--- src/rtl/alu.sv ---
// 8085-style ALU: eight operations with PSW flags, all combinational.
// Define ALU_FLAGREG_EN to add the clocked flag register behind oR.
module alu #(
  parameter int DATASIZE = 8,
  parameter int FLAG_S   = 7,
  parameter int FLAG_Z   = 6,
  parameter int FLAG_A   = 4,
  parameter int FLAG_P   = 2,
  parameter int FLAG_C   = 0
) (
  input  logic                clk,
  input  logic                rst,
  input  logic [2:0]          iS,
  input  logic [DATASIZE-1:0] iA,
  input  logic [DATASIZE-1:0] iB,
  input  logic [DATASIZE-1:0] iF,
  input  logic                iE,
  output logic [DATASIZE-1:0] oY,
  output logic [DATASIZE-1:0] oF,
  output logic [DATASIZE-1:0] oR
);

  localparam logic [2:0] OP_ADD = 3'b000;
  localparam logic [2:0] OP_ADC = 3'b001;
  localparam logic [2:0] OP_SUB = 3'b010;
  localparam logic [2:0] OP_SBB = 3'b011;
  localparam logic [2:0] OP_AND = 3'b100;
  localparam logic [2:0] OP_XOR = 3'b101;
  localparam logic [2:0] OP_OR  = 3'b110;
  localparam logic [2:0] OP_CMP = 3'b111;

  logic                is_sub;
  logic                cin_raw;
  logic                cin;
  logic [DATASIZE-1:0] op_b;
  logic [DATASIZE:0]   sum;
  logic [4:0]          nib;
  logic                arith_c;
  logic                arith_a;
  logic [DATASIZE-1:0] flag_src;
  logic                aux;

  // One adder serves all arithmetic: subtraction is A + ~B + ~borrow, carries inverted.
  assign is_sub  = (iS == OP_SUB) || (iS == OP_SBB) || (iS == OP_CMP);
  assign cin_raw = ((iS == OP_ADC) || (iS == OP_SBB)) ? iF[FLAG_C] : 1'b0;
  assign cin     = is_sub ? ~cin_raw : cin_raw;
  assign op_b    = is_sub ? ~iB : iB;
  assign sum     = {1'b0, iA} + {1'b0, op_b} + {{DATASIZE{1'b0}}, cin};
  assign nib     = {1'b0, iA[3:0]} + {1'b0, op_b[3:0]} + {4'b0000, cin};
  assign arith_c = is_sub ? ~sum[DATASIZE] : sum[DATASIZE];
  assign arith_a = is_sub ? ~nib[4] : nib[4];

  always_comb begin
    oY       = sum[DATASIZE-1:0];
    flag_src = sum[DATASIZE-1:0];
    aux      = arith_a;
    unique case (iS)
      OP_AND: begin
        oY  = iA & iB;
        aux = iA[3] | iB[3];
      end
      OP_XOR: begin
        oY  = iA ^ iB;
        aux = 1'b0;
      end
      OP_OR: begin
        oY  = iA | iB;
        aux = 1'b0;
      end
      OP_CMP: oY = iA;
      default: ;
    endcase
    if (iS != OP_CMP) flag_src = oY;
  end

  always_comb begin
    oF         = '0;
    oF[1]      = 1'b1;
    oF[FLAG_S] = flag_src[DATASIZE-1];
    oF[FLAG_Z] = (flag_src == '0);
    oF[FLAG_A] = aux;
    oF[FLAG_P] = ~^flag_src;
    oF[FLAG_C] = iS[2] ? (iS == OP_CMP) & arith_c : arith_c;
  end

`ifdef ALU_FLAGREG_EN
  logic [DATASIZE-1:0] flags_q;
  logic [DATASIZE-1:0] flags_d;
  logic                unused_inputs;

  assign flags_d       = iE ? oF : flags_q;
  assign unused_inputs = &{1'b0, iF};

  always_ff @(posedge clk or posedge rst) begin
    if (rst) flags_q <= '0;
    else     flags_q <= flags_d;
  end

  assign oR = flags_q;
`else
  logic unused_inputs;
  assign unused_inputs = &{1'b0, clk, rst, iE, iF};
  assign oR = oF;
`endif

endmodule

--- config.mk ---
export PLATFORM = sky130hd
export DESIGN_NAME = alu
export DESIGN_NICKNAME = d
export VERILOG_FILES = /design/src/rtl/alu.sv
export SDC_FILE = /design/constraint.sdc
export NUM_CORES = 1
export LEC_CHECK = 0
export BUFFER_PORTS_ARGS = -buffer_cell sky130_fd_sc_hd__buf_2
export CORE_MARGIN = 2
export CORE_UTILIZATION = 42
export DETAILED_ROUTE_END_ITERATION = 7
export GPL_TIMING_DRIVEN = 0
export PLACE_DENSITY = 0.65
export SLEW_MARGIN = 20
export SYNTH_ARGS = -nofsm -noshare
export SYNTH_HDL_FRONTEND = slang
export SYNTH_SLANG_ARGS = --single-unit
--- constraint.sdc ---
create_clock -name vclk -period 10.7
set_clock_uncertainty 0.05 [all_clocks]
set_input_delay 2.14 -clock vclk [all_inputs]
set_output_delay 2.14 -clock vclk [all_outputs]
set_load 0.1 [all_outputs]
==> summary.txt, run 1 <==
status = complete, no violations
die area = 4280 um2
Die Ht = 65.4 um
post-synthesis mux area share = 9.79%
number of global-route vias before repair = 1360
startpoint types = input port
largest net degree at the start of global routing = 11
Setup Crit Path Kind = in -> out
period utilization = 80.8%
P&R area growth vs syn = 16.4%
post-route setup TNS = 0 ns
Routed WL = 3650 um
Port-buffer cells = 37
DP Wirelength = 2980 um
Setup Fix Bufs, Post-CTS = 0
Top Ports = 54
Hold Path Class = in -> out
DRT antenna net count = 0
unrepaired setup endpoints after global routing = false
Synth Area in XOR/XNOR = 7.19%
Die Wd = 65.4 um
total power = 0.354 mW
Leak = 0.907 nW
Clock Buffer Count = 0
drt pass-1 iters = 4
detail-routed via count per cell = 5.27
GRT Total Usage = 17.6%
Final Critical Period = 8.64 ns
Area contributors post-synth = ha_1, mux4_2, xnor2_1, buf_4, inv_1
Max transition margin = 64.3%
footprint of the multi-input gates = 1340 um2
f_max = 0.116 GHz
routed len/inst = 12.4 um
worst hold slack = 4.80 ns
Critical Path Fanout Max = 10
critical path arrival = 6.45 ns
routability congestion estimate = 0.803
Endpoint, Worst Hold = oY[0]
GRT Residual Overflow = 0
initial antenna violation count = 0
fraction of layout cells with a size suffix above 1 = 29.1%
first-pass GRT wire length = 6120 um
warning count from the yosys run = 0
Worst VDD drop = 0.348 mV
Post-Synthesis Cells = 206
critical hold path startpoint = iA[0]
CP required = 8.51 ns
Core Footprint = 3630 um2
largest area contributor in the netlist = ha_1
area occupied by registers = 0 um2
num rows = 22
Fillers = 392
Yosys top cell area share = 21.3%
post-route cell area = 1840 um2
num sequential = 0
Power Dens Cells = 192 nW/um2
dpl cell area = 1840 um2
simple-gate share of the synthesized area = 21.7%
Yosys cell types = 47
Max-cap violations = 0
# DRC = 0
Slew @ Worst Pin = 0.536 ns
final setup fails = 0
CTS Hold Bufs = 0
Hold Path Depth = 4
final count of hold timing violations = 0
Antenna Cells = 0
Slew Limit Fails = 0
Mapped Area = 1580 um2
1st-iter DRT viols = 65
initial core utilization = 43.6%
Final #Nets = 308
largest family of logic cells by synthesized area = adder cells
DR vias = 1554
sequential cell area fraction in the yosys report = 0%
Synth Area per Inst = 7.69 um2
Compound-Gate Fraction of Synth Area = 20.7%
# resized after CTS = 0
Synth Area in Adders = 23.9%
Worst setup EP type = primary output
synthesized netlist by cell type, drive strengths merged, types with 3 or more instances:
master and count:
nor2b 4, o31a 3, o2111ai 5, nand2 12
ha 27, clkbuf 5, and2 3, inv 26
o21ai 8, o21a 6, mux4 5, xnor2 12
and3 5, or4 6, nor2 4, nor3 4
a211oi 5, a21oi 10, nand2b 4, or2 4
buf 18, nor4 4, nand3 3
area by class of cell:
cell class                      instances  share of cell area [%]
Multi-Input combinational cell        161                    72.7
Tap cell                               48                    3.26
Timing Repair Buffer                   37                    10.0
Buffer                                 23                    8.68
Inverter                               26                    5.29
metal layers:
metal	up-vias	routed length [um]	track usage (%)
met5	-	0	0
met4	0	0	1.30
met3	0	216	0.856
met2	45	1750	32.3
met1	708	1680	23.6
li1	801	-	-
logic make-up (layout without fill, tap and decap cells):
kind of cell | count (synthesis) | after routing
AO/OA/AOI/OAI | 47 | 47
AND/OR/NAND/NOR | 57 | 57
adder cells (fa/ha/maj) | 29 | 29
multiplexers | 9 | 9
other | 2 | 6
XOR/XNOR | 13 | 13
buffers and inverters | 49 | 86
critical path, stage by stage:
cell	delay (ns)
buf_2	0.13
buf_2	0.25
nand2_1	0.17
nand2_1	0.31
nand2_2	0.30
xnor2_1	0.28
fa_1	0.28
fa_1	0.28
nor2b_4	0.06
o31a_1	0.32
or4_1	0.48
and3_1	0.20
ha_1	0.29
xnor2_1	0.14
xnor2_1	0.25
buf_4	0.15
buf_2	0.41
placed cells by master, fill, tap and decap left out, drive strengths merged, types with 2 or more instances in the layout:
cell     count
buf         55
ha          27
inv         26
xnor2       12
nand2       12
a21oi       10
o21ai        8
o21a         6
or4          6
conb         6
clkbuf       5
o2111ai      5
mux4         5
a211oi       5
and3         5
nor4         4
nand2b       4
nor2         4
or2          4
nor3         4
nor2b        4
nand3        3
o31a         3
and2         3
nor3b        2
o211ai       2
mux2         2
mux2i        2
o221ai       2
fa           2
how the worst max path moves through the flow:
stage | start | endpoint | slack (ns) | depth (start not counted)
final | iS[0] | oR[2] | 2.06 | 17
after global routing | iS[0] | oR[2] | 1.79 | 17
after CTS | iS[0] | oR[2] | 2.01 | 17
after detailed placement | iS[0] | oR[2] | 2.03 | 17
after global placement | iS[0] | oR[2] | 2.01 | 17
after floorplan | iS[1] | oR[2] | 1.36 | 16
metrics by stage:
stage          util [%]  cells  setup WS [ns]
2_1_floorplan         -    210           1.36
3_3_place_gp       50.8    295           2.01
3_5_place_dp       50.8    295           2.03
4_1_cts            50.8    295           2.01
5_1_grt            50.8    295           1.79
6_report           50.8    295           2.06
where the power goes:
part	internal, mW	leakage (nW)	total (mW)	switching [mW]
clock	0	0	0	0
sequential	0	0	0	0
combinational	0.0834	0.907	0.354	0.271
Note: power is estimated with default switching activity, not from simulation.
==> run 2: changes to the inputs <==
Settings changed: ABC_AREA set to 1, PLACE_DENSITY 0.65 to 0.66.
Clock period 10.7 ns to 8.65 ns, I/O delays scaled along.
==> run 2 against run 1 <==
Compared with the run above:
- total power rose by 12%
- setup slack got worse by 0.49 ns
- critical endpoint unchanged
- via count is 5.2% lower
- first-iteration DRC count down 29%
- synthesized area shrank 11%
- largest power group unchanged
- utilization grew 0.14 points
==> summary.txt, run 2 <==
area occupied by registers = 0 um2
met2 wire length = 1450 um
total power = 0.398 mW
Critical Path Fanout Max = 10
first-pass GRT wire length = 5000 um
post-route cell area = 1670 um2
DR vias = 1473
Switching Fraction = 78.5%
Clock Buffer Count = 0
Fillers = 370
initial core utilization = 43.0%
Die Wd = 62.0 um
# resized after CTS = 0
largest net degree at the start of global routing = 11
Leak = 1.03 nW
Die Ht = 62.0 um
most common cell after layout, fill and taps aside = nand2_1
DRT antenna net count = 0
setup slack after layout = 1.57 ns
drt pass-1 iters = 4
Yosys cell types = 29
initial antenna violation count = 0
Yosys top cell area share = 23.9%
met3 WL post-DR = 109 um
Sequential Power Share = 0%
Setup Fix Bufs, Post-CTS = 0
Synth Area per Inst = 6.09 um2
Final #Nets = 334
Top Ports = 54
largest area contributor in the netlist = ha_1
Combinational Power Share = 100.0%
Mapped Area = 1410 um2
Max-cap violations = 0
footprint of the multi-input gates = 1150 um2
CTS Hold Bufs = 0
top-count cell post-synth = nand2_1
GRT Residual Overflow = 0
DP Wirelength = 2740 um
top post-synthesis cells by count = nand2_1, inv_1, ha_1
dpl cell area = 1670 um2
unrepaired setup endpoints after global routing = false
pre-CTS setup slack = 1.56 ns
Worst setup EP type = primary output
Core Footprint = 3280 um2
critical path arrival = 5.30 ns
die area = 3850 um2
startpoint types = input port
highest metal used = met3
Antenna Cells = 0
status = complete, no violations
1st-iter DRT viols = 46
switching pwr = 0.312 mW
final setup fails = 0
Slew Limit Fails = 0
sequential cell area fraction in the yosys report = 0%
commonest non-fill, non-tap cells in the layout = nand2_1, inv_1, buf_2, ha_1, o21ai_0
P&R area growth vs syn = 18.2%
num rows = 21
routability congestion estimate = 0.804
f_max = 0.141 GHz
placed cells = 319
Post-Synthesis Cells = 232
Routed WL = 3260 um
met1 WL = 1700 um
Area contributors post-synth = ha_1, nand2_1, inv_1, buf_4, xor2_1
worst hold slack = 3.97 ns
clock power share = 0%
warning count from the yosys run = 0
Hold Path Class = in -> out
post-route setup TNS = 0 ns
Setup Crit Path Kind = in -> out
final count of hold timing violations = 0
# DRC = 0
Int Pwr = 0.0857 mW
number of global-route vias before repair = 1193
routed len/inst = 10.2 um
CP required = 6.87 ns
num sequential = 0
Final Critical Period = 7.08 ns
Port-buffer cells = 37
GRT Total Usage = 17.0%
period utilization = 81.9%
Power Dens Cells = 238 nW/um2
Worst VDD drop = 0.252 mV
fraction of layout cells with a size suffix above 1 = 23.4%
final core utilization = 50.9%
detail-routed via count per cell = 4.62
Final Non-Filler Cells = 319
==> run 2: cell type report <==
type | count | share of cell area [%]
tap | 46 | 3.44
timing repair buffer | 37 | 11.1
buffer | 14 | 6.89
multi-input combinational | 178 | 68.7
inverter | 44 | 9.88
==> run 2: logic make-up (layout without fill, tap and decap cells) <==
family | Yosys count | count (layout) | synth area share, %
buffers and inverters | 58 | 95 | 19.8
other | 2 | 6 | 0.531
AND/OR/NAND/NOR | 98 | 98 | 31.6
adder cells (fa/ha/maj) | 29 | 29 | 26.7
XOR/XNOR | 14 | 14 | 8.67
AO/OA/AOI/OAI | 31 | 31 | 12.7
==> run 2: worst paths after layout <==
kind,from,to,slack [ns],cells after the start
min,iA[0],oY[0],3.97,4
max,iS[2],oR[2],1.57,21
==> run 2: per-layer routing <==
metal	track usage, %	vias up
li1	-	798
met1	24.0	640
met2	30.8	35
met3	0	0
met4	0	0
met5	0	-
==> run 2: power groups by stage <==
stage               sequential (mW)  clock (mW)  combinational, mW
global route                      0           0              0.421
CTS                               0           0              0.401
floorplan                         0           0              0.349
global placement                  0           0              0.398
detailed placement                0           0              0.400
finish                            0           0              0.398
==> run 2: worst max-delay path, cell delays in order <==
cell and delay, ns:
buf_2 0.15, buf_6 0.16, inv_1 0.19, nand3_1 0.12, nand2_1 0.08, o21ai_0 0.12
fa_1 0.44, fa_1 0.42, inv_1 0.07, nand2_1 0.06, a21oi_1 0.17, nand2_1 0.11
nand2_1 0.09, nand2_1 0.05, nand3_1 0.06, nand2_1 0.09, ha_1 0.29, xnor2_1 0.19
xnor2_1 0.16, buf_4 0.13, buf_2 0.41
